--- config.mk ---
export PLATFORM = sky130hd
export DESIGN_NAME = counter_sync_updown_mod_flat
export DESIGN_NICKNAME = d
export VERILOG_FILES = /design/src/rtl/counter_sync_updown_mod_if.sv /design/src/rtl/counter_sync_updown_mod.sv /design/src/flat_wrapper.sv
export SDC_FILE = /design/constraint.sdc
export NUM_CORES = 1
export LEC_CHECK = 0
export CORE_MARGIN = 2
export CORE_UTILIZATION = 30
export CTS_CLUSTER_DIAMETER = 40
export DETAILED_ROUTE_END_ITERATION = 10
export MAX_ROUTING_LAYER = met4
export PLACE_DENSITY_LB_ADDON = 0.1
export SLEW_MARGIN = 15
export SYNTH_ARGS = -nofsm -noshare
export SYNTH_HDL_FRONTEND = slang
export SYNTH_SLANG_ARGS = --single-unit
export TNS_END_PERCENT = 1
--- constraint.sdc ---
create_clock -name clock -period 3.1 [get_ports clock]
set_input_delay 0.62 -clock clock [delete_from_list [all_inputs] [get_ports clock]]
set_output_delay 0.62 -clock clock [all_outputs]
set_load 0.02 [all_outputs]
--- src/rtl/counter_sync_updown_mod_if.sv ---
// Control/status bundle for counter_sync_updown_mod.
// master drives the controls, slave is the counter itself.
interface counter_sync_updown_mod_if #(
    parameter int WIDTH = 4
);
    logic             enable;
    logic             up_down;
    logic             load;
    logic [WIDTH-1:0] load_value;
    logic             clear_flag;
    logic [WIDTH-1:0] out;
    logic             terminal;
    logic             wrapped;
    logic             overflow;

    modport master (
        output enable, up_down, load, load_value, clear_flag,
        input  out, terminal, wrapped, overflow
    );

    modport slave (
        input  enable, up_down, load, load_value, clear_flag,
        output out, terminal, wrapped, overflow
    );
endinterface

--- src/rtl/counter_sync_updown_mod.sv ---
// Parametrised up/down counter: load with clamp, programmable top value,
// wrap or saturate at the boundaries, pulse and sticky boundary flags.
module counter_sync_updown_mod #(
    parameter int          WIDTH     = 4,
    parameter int unsigned MAX_VALUE = 15,
    parameter int          SATURATE  = 0
) (
    input  logic                     clock,
    input  logic                     reset,
    counter_sync_updown_mod_if.slave bus
);
    localparam logic [WIDTH-1:0] MAXV = WIDTH'(MAX_VALUE);

    if (WIDTH < 1 || WIDTH > 32) begin : g_bad_width
        $error("counter_sync_updown_mod: WIDTH must be 1..32");
    end

    if (MAX_VALUE < 1 ||
        64'(MAX_VALUE) > ((64'd1 << WIDTH) - 64'd1)) begin : g_bad_max
        $error("counter_sync_updown_mod: MAX_VALUE out of range");
    end

    logic [WIDTH-1:0] cnt;
    logic [WIDTH-1:0] cnt_nxt;
    logic [WIDTH-1:0] load_clamped;
    logic             at_bound;
    logic             step;
    logic             event_hit;
    logic             wrapped_q;
    logic             overflow_q;

    assign at_bound  = bus.up_down ? (cnt == MAXV) : (cnt == '0);
    assign step      = bus.enable & ~bus.load;
    assign event_hit = step & at_bound & ~reset;

    assign load_clamped =
        (bus.load_value > MAXV) ? MAXV : bus.load_value;

    always_comb begin
        cnt_nxt = cnt;
        unique case (1'b1)
            bus.load: begin
                cnt_nxt = load_clamped;
            end
            step & at_bound: begin
                if (SATURATE != 0)
                    cnt_nxt = cnt;
                else
                    cnt_nxt = bus.up_down ? '0 : MAXV;
            end
            step & ~at_bound & bus.up_down: begin
                cnt_nxt = cnt + WIDTH'(1);
            end
            step & ~at_bound & ~bus.up_down: begin
                cnt_nxt = cnt - WIDTH'(1);
            end
            default: begin
                cnt_nxt = cnt;
            end
        endcase
    end

    // set beats clear when both land on the same edge
    always_ff @(posedge clock) begin
        if (reset) begin
            cnt        <= '0;
            wrapped_q  <= 1'b0;
            overflow_q <= 1'b0;
        end else begin
            cnt        <= cnt_nxt;
            wrapped_q  <= event_hit;
            overflow_q <= event_hit | (overflow_q & ~bus.clear_flag);
        end
    end

    assign bus.out      = cnt;
    assign bus.terminal = event_hit;
    assign bus.wrapped  = wrapped_q;
    assign bus.overflow = overflow_q;
endmodule

--- src/flat_wrapper.sv ---
// flat-port wrapper written by rule: the top's interface ports become plain ports
module counter_sync_updown_mod_flat 
#(
    parameter int          WIDTH     = 4,
    parameter int unsigned MAX_VALUE = 15,
    parameter int          SATURATE  = 0
)
  (clock, reset, bus_enable, bus_up_down, bus_load, bus_load_value, bus_clear_flag, bus_out, bus_terminal, bus_wrapped, bus_overflow);
  counter_sync_updown_mod_if #(.WIDTH(WIDTH)) bus_i ();
  input  logic clock;
  input  logic reset;
  input wire logic [$bits(bus_i.enable)-1:0] bus_enable;
  input wire logic [$bits(bus_i.up_down)-1:0] bus_up_down;
  input wire logic [$bits(bus_i.load)-1:0] bus_load;
  input wire logic [$bits(bus_i.load_value)-1:0] bus_load_value;
  input wire logic [$bits(bus_i.clear_flag)-1:0] bus_clear_flag;
  output wire logic [$bits(bus_i.out)-1:0] bus_out;
  output wire logic [$bits(bus_i.terminal)-1:0] bus_terminal;
  output wire logic [$bits(bus_i.wrapped)-1:0] bus_wrapped;
  output wire logic [$bits(bus_i.overflow)-1:0] bus_overflow;
  assign bus_i.enable = bus_enable;
  assign bus_i.up_down = bus_up_down;
  assign bus_i.load = bus_load;
  assign bus_i.load_value = bus_load_value;
  assign bus_i.clear_flag = bus_clear_flag;
  assign bus_out = bus_i.out;
  assign bus_terminal = bus_i.terminal;
  assign bus_wrapped = bus_i.wrapped;
  assign bus_overflow = bus_i.overflow;
  counter_sync_updown_mod #(.WIDTH(WIDTH), .MAX_VALUE(MAX_VALUE), .SATURATE(SATURATE)) u_core (.clock(clock), .reset(reset), .bus(bus_i));
endmodule
Word-level counts from Yosys, hierarchy flattened
Index checks and enable logic that the tools add are counted.
W data, S select, Z words.
{ "totals": {"regBits": 6, "input_bits": 10, "output_inout_bits": 7} }
{ "classes": {"addsub": 2, "n_lt_le_gt_ge": 1, "n_eq_ne": 1, "muxes": 4, "n_bitwise": 13, "reduce_logical": 2} }
{ "op_table": {"columns": ["op", "n"], "rows": [
  ["$pmux W4 S4", 1],
  ["$mux W4", 2],
  ["$and A1 B1 Y1", 7],
  ["$not A1 Y1", 5],
  ["$add A4 B1 Y4 const B", 1],
  ["$eq A4 B4 Y1 const B", 1],
  ["$gt A4 B4 Y1 const B", 1],
  ["$logic_not A4 Y1", 1],
  ["$reduce_bool A4 Y1", 1],
  ["$sub A4 B1 Y4 const B", 1],
  ["$mux W1", 1],
  ["$or A1 B1 Y1", 1]
]} }

Logic depth before layout (Yosys ltp)
Gate-level depths: netlist of the first run.
{ "logic_depth": {"depth_word": 6, "ltp_mapped": 8} }

Worst setup path after synthesis of the first run
No wires, ideal clock.
{ "synth_path": {"kind": "input to register", "from": "input bus_up_down", "to": "register u_core.cnt[3] (netlist: u_core.bus.out[3])", "setup_time_ns": 0.125, "t_arrival_ns": 2.218, "required_time_ns": 2.975, "slack_ns": 0.757, "cell_stages": 8, "path_cell_list": "or4_4 o21ai_0 nor2_1 ha_1 a21o_1 a21oi_1 xnor2_1 o32ai_1"} }
{ "synth_between": {"elab_chain_cells": 5, "word_cells_on_any_way": 10, "classes_between": "mux: 3; bitwise: 6; reduce/logical: 1"} }
{ "synth_lines": {"columns": ["element", "line", "rtl"], "rows": [
  ["start: declaration", "flat_wrapper.sv:13", "input wire logic [$bits(bus_i.up_down)-1:0] bus_up_down;"],
  ["$mux W1", "counter_sync_updown_mod.sv:32", "assign at_bound = bus.up_down ? (cnt == MAXV) : (cnt == '0);"],
  ["$not A1 Y1", "counter_sync_updown_mod.sv:51, counter_sync_updown_mod.sv:54", null],
  ["$and A1 B1 Y1", "counter_sync_updown_mod.sv:51, counter_sync_updown_mod.sv:54", null],
  ["$and A1 B1 Y1, on equally long branches", "counter_sync_updown_mod.sv:54, counter_sync_updown_mod.sv:51", null],
  ["$pmux W4 S4 / $reduce_bool A4 Y1 (equally long branches)", null, null],
  ["end signal: assignment", "counter_sync_updown_mod.sv:70", "cnt <= cnt_nxt;"],
  ["end: declaration", "counter_sync_updown_mod.sv:23", "logic [WIDTH-1:0] cnt;"]
]} }
Several ways; a longest one is shown, not always the timed one.
A chain may end at the register's enable or synchronous reset.

Worst setup path in the final report of the first run
{ "layout_path": {"from": "input bus_up_down", "to": "output bus_terminal"} }
{ "layout_between": {"elab_chain_cells": 3} }
{ "layout_lines": {"columns": ["element", "line", "rtl"], "rows": [
  ["$mux W1", "counter_sync_updown_mod.sv:32", null],
  ["$and A1 B1 Y1 (2 in a row)", "counter_sync_updown_mod.sv:34", "assign event_hit = step & at_bound & ~reset;"],
  ["end: declaration", "flat_wrapper.sv:18", "output wire logic [$bits(bus_i.terminal)-1:0] bus_terminal;"]
]} }
Every way passes these cells.

==> results.yml, run 1 <==
run_status:
  status: "complete, no violations"
floorplan:
  io_pins: 17
  start_util_pct: 31.9
  num_rows: 13
  coreArea_um2: 1300
  chipHeight_um: 41.2
  die_area_um2: 1700
  die_w_um: 41.2
power_and_ir_drop:
  p_per_area_nw_per_um2: 368
  p_total_w: 0.000242
  peakVddDrop_v: 0.000273
  cellLeakagePower_nw: 0.275
yosys:
  yosysWarnings: 0
  synth_edf_count: 0
  ys_seq_area_share_pct: 28.9
  synth_top_family_by_area: "simple AND/OR/NAND/NOR gates"
  synth_seq_cells: 6
  synth_top_area_share_pct: 28.9
  synth_top_area_cell: "dfxtp_1"
  synth_xor_area_share_pct: 8.43
  netlist_area_um2: 415
  synthAdderAreaFrac_pct: 10.8
  synth_ff_type: "dfxtp_1"
  synth.area.top_cells: "dfxtp_1 29%, ha_1 6.0%, nor4_4 5.1%"
  synth-async-reset-ratio_pct: 0
  yosys.area_share.simple_pct: 29.5
  synth_nets: 57
  synth_commonest_cells: "6 x dfxtp_1, 4 x nor3_1, 3 x a21oi_1, 3 x nor2_1"
  synth_cell_types: 25
  synth_compound_area_share_pct: 15.4
  synth_mux_area_share_pct: 3.61
  yosysMostFrequentCell: "dfxtp_1"
  synthCells: 44
  syn_avg_cell_area_um2: 9.44
clocking:
  cts_buffer_depth: 2
  insertion_delay_ns: 0.24
  root_buffer: "clkbuf_4"
  clock-sinks: 6
  cts_tree: "yes"
  htree_num_levels: 1
  clk_pin_slew_ns: 0.04
  postCtsSetupBuffers: 0
  cts_buffers: 3
finish:
  final_core_util_pct: 50.6
  seqCellArea_um2: 120
  multi_input_area_um2: 282
  drive_gt1_share_pct: 20.6
  final_net_count: 83
  antennaDiodeCount: 0
  num-fill-cells: 144
  areaGrowthSynthToFinish_pct: 58.4
job:
  maxCapViolations: 0
worst_setup_path:
  crit_type: "in -> out"
  critPathLaunchType: "input port"
  crit_path_max_incr_delay_ns: 0.42
  arrival_ns: 2.25
  crit_family: "buffers and inverters"
  path_cells: "clkdlybuf4s50_1 > or4_4 > mux2_4 > nor4_4 > dlygate4sd2_1"
  required_ns: 2.48
  critPathBufInv: 2
  cpMaxStageDelayCell: "or4_4"
  cp_max_fo: 2
  cp-end-kind: "primary output"
global_routing:
  met3_usage_pct: 8.15
  grt_first_pass_wirelength_um: 1490
  gr-usage-all-layers_pct: 14.6
  grt_max_degree: 8
  grt.busiest_layer: "met2"
  grt_pass1_vias: 355
  met1_usage_pct: 17.7
  antenna_found_initial: 0
  met2_usage_pct: 20.3
  grt_overflow: 0
timing:
  finClkSkew_ns: 0.00394
  fin_crit_ns: 2.87
  fmax_mhz: 349
  finalSetupViolCount: 0
  tns_ns: 0
  fin_crit_sh_pct: 92.5
  rsz0062_at_grt: "no"
  final_max_slew_viol_count: 0
  worstMarginPinSlew_ns: 0.306
  finalHoldViolations: 0
  slew-limit-headroom_pct: 79.5
drt:
  firstDrtPassIters: 4
  drc: 0
  drt-initial-drc-count: 10
  vias: 405
  finalWirelength_um: 922
  vias_per_cell: 4.88
  routedWlPerCell_um: 11.1
  drtAntennaViolNets: 0
placement:
  io_buffer_count: 16
  post-dp-hpwl_um: 766
  gp_congestion: 0.707
min_path:
  hold_path_class: "reg -> reg"
-- sequential cells by signal, indices dropped and copies added (netlist names) --
name / count
u_core.bus.out: 4
u_core.bus.wrapped: 1
u_core.bus.overflow: 1
-- cell usage in the layout, fill, tap and decap left out --
master	n
clkbuf_4	3
mux2_4	1
o32ai_1	1
xnor2_1	2
dfxtp_1	6
nand3b_1	1
xor2_1	2
a32oi_1	2
a21o_1	1
o21ai_0	1
inv_1	1
fa_1	1
o31a_2	1
buf_4	7
nor3b_1	1
nor3_1	4
nand2b_1	2
a21oi_1	3
nor4_1	1
dlygate4sd2_1	1
nor2_1	3
clkdlybuf4s50_1	15
or4_4	1
nor4_4	1
or2_1	1
nor2b_1	2
nand4_1	1
ha_1	2
-- report_power, final --
| group | internal [W] | total [W] | switching (W) |
|---|---|---|---|
| Combinational | 0.0000456 | 0.0000789 | 0.0000333 |
| Clock | 0.0000438 | 0.0000715 | 0.0000277 |
| Sequential | 0.0000830 | 0.0000919 | 0.00000896 |
-- logic make-up after synthesis --
group | after synthesis
flip-flops | 6
buffers and inverters | 3
adder cells (fa/ha/maj) | 3
AO/OA/AOI/OAI | 9
multiplexers | 1
XOR/XNOR | 4
AND/OR/NAND/NOR | 18
-- through the flow --
step                setup WS, ns  cell area (µm²)  instances  hold WS, ns
global route               0.139              658         83        0.660
floorplan                  0.757              415         44        0.688
finish                     0.232              658         83        0.627
CTS                        0.222              658         83        0.641
global placement         -0.0607              637         80        0.614
detailed placement       -0.0604              637         80        0.621
-- metal layers --
layer / vias to the layer above / wire (µm)
met4: 0 / 8
li1: 214 / -
met1: 177 / 415
met3: 2 / 72
met5: - / 0
met2: 12 / 426
-- final timing paths --
kind / startpoint / to / slack [ns] / cells after the start
hold / removal: u_core.bus.overflow / u_core.bus.overflow / 0.63 / 2
setup / recovery: bus_up_down / bus_terminal / 0.23 / 5
setup reg to reg: u_core.bus.out[1] / u_core.bus.out[3] / 0.68 / 9
hold reg to reg: u_core.bus.overflow / u_core.bus.overflow / 0.63 / 2
-- final cells by class --
type	count	area share (%)
multi-input combinational	35	42.8
tap	15	2.85
sequential	6	18.3
timing repair buffer	23	32.1
clock buffer	3	3.42
inverter	1	0.570
-- worst min-delay path, delay by kind of cell (launching register included) --
| family | cells | cell delay [ns] |
|---|---|---|
| flip-flops | 1 | 0.32 |
| AND/OR/NAND/NOR | 2 | 0.28 |
-- what timing repair did --
item,in CTS,in global routing
endpoints found under the setup margin,1,0
hold buffers,0,0
resized for setup,1,0
No activity file was read; power rests on OpenSTA's default activity.
==> run 2, diff against run 1 <==
--- a/config.mk
+++ b/config.mk
@@ -5,10 +5,12 @@
 export SDC_FILE = /design/constraint.sdc
 export NUM_CORES = 1
 export LEC_CHECK = 0
+export ABC_CLOCK_PERIOD_IN_PS = 3100
 export CORE_MARGIN = 2
 export CORE_UTILIZATION = 30
 export CTS_CLUSTER_DIAMETER = 40
 export DETAILED_ROUTE_END_ITERATION = 10
+export GPL_ROUTABILITY_DRIVEN = 0
 export MAX_ROUTING_LAYER = met4
 export PLACE_DENSITY_LB_ADDON = 0.1
 export SLEW_MARGIN = 15
==> results of run 2 <==
Final layout, timing and power as in run 1 (identical DEF).
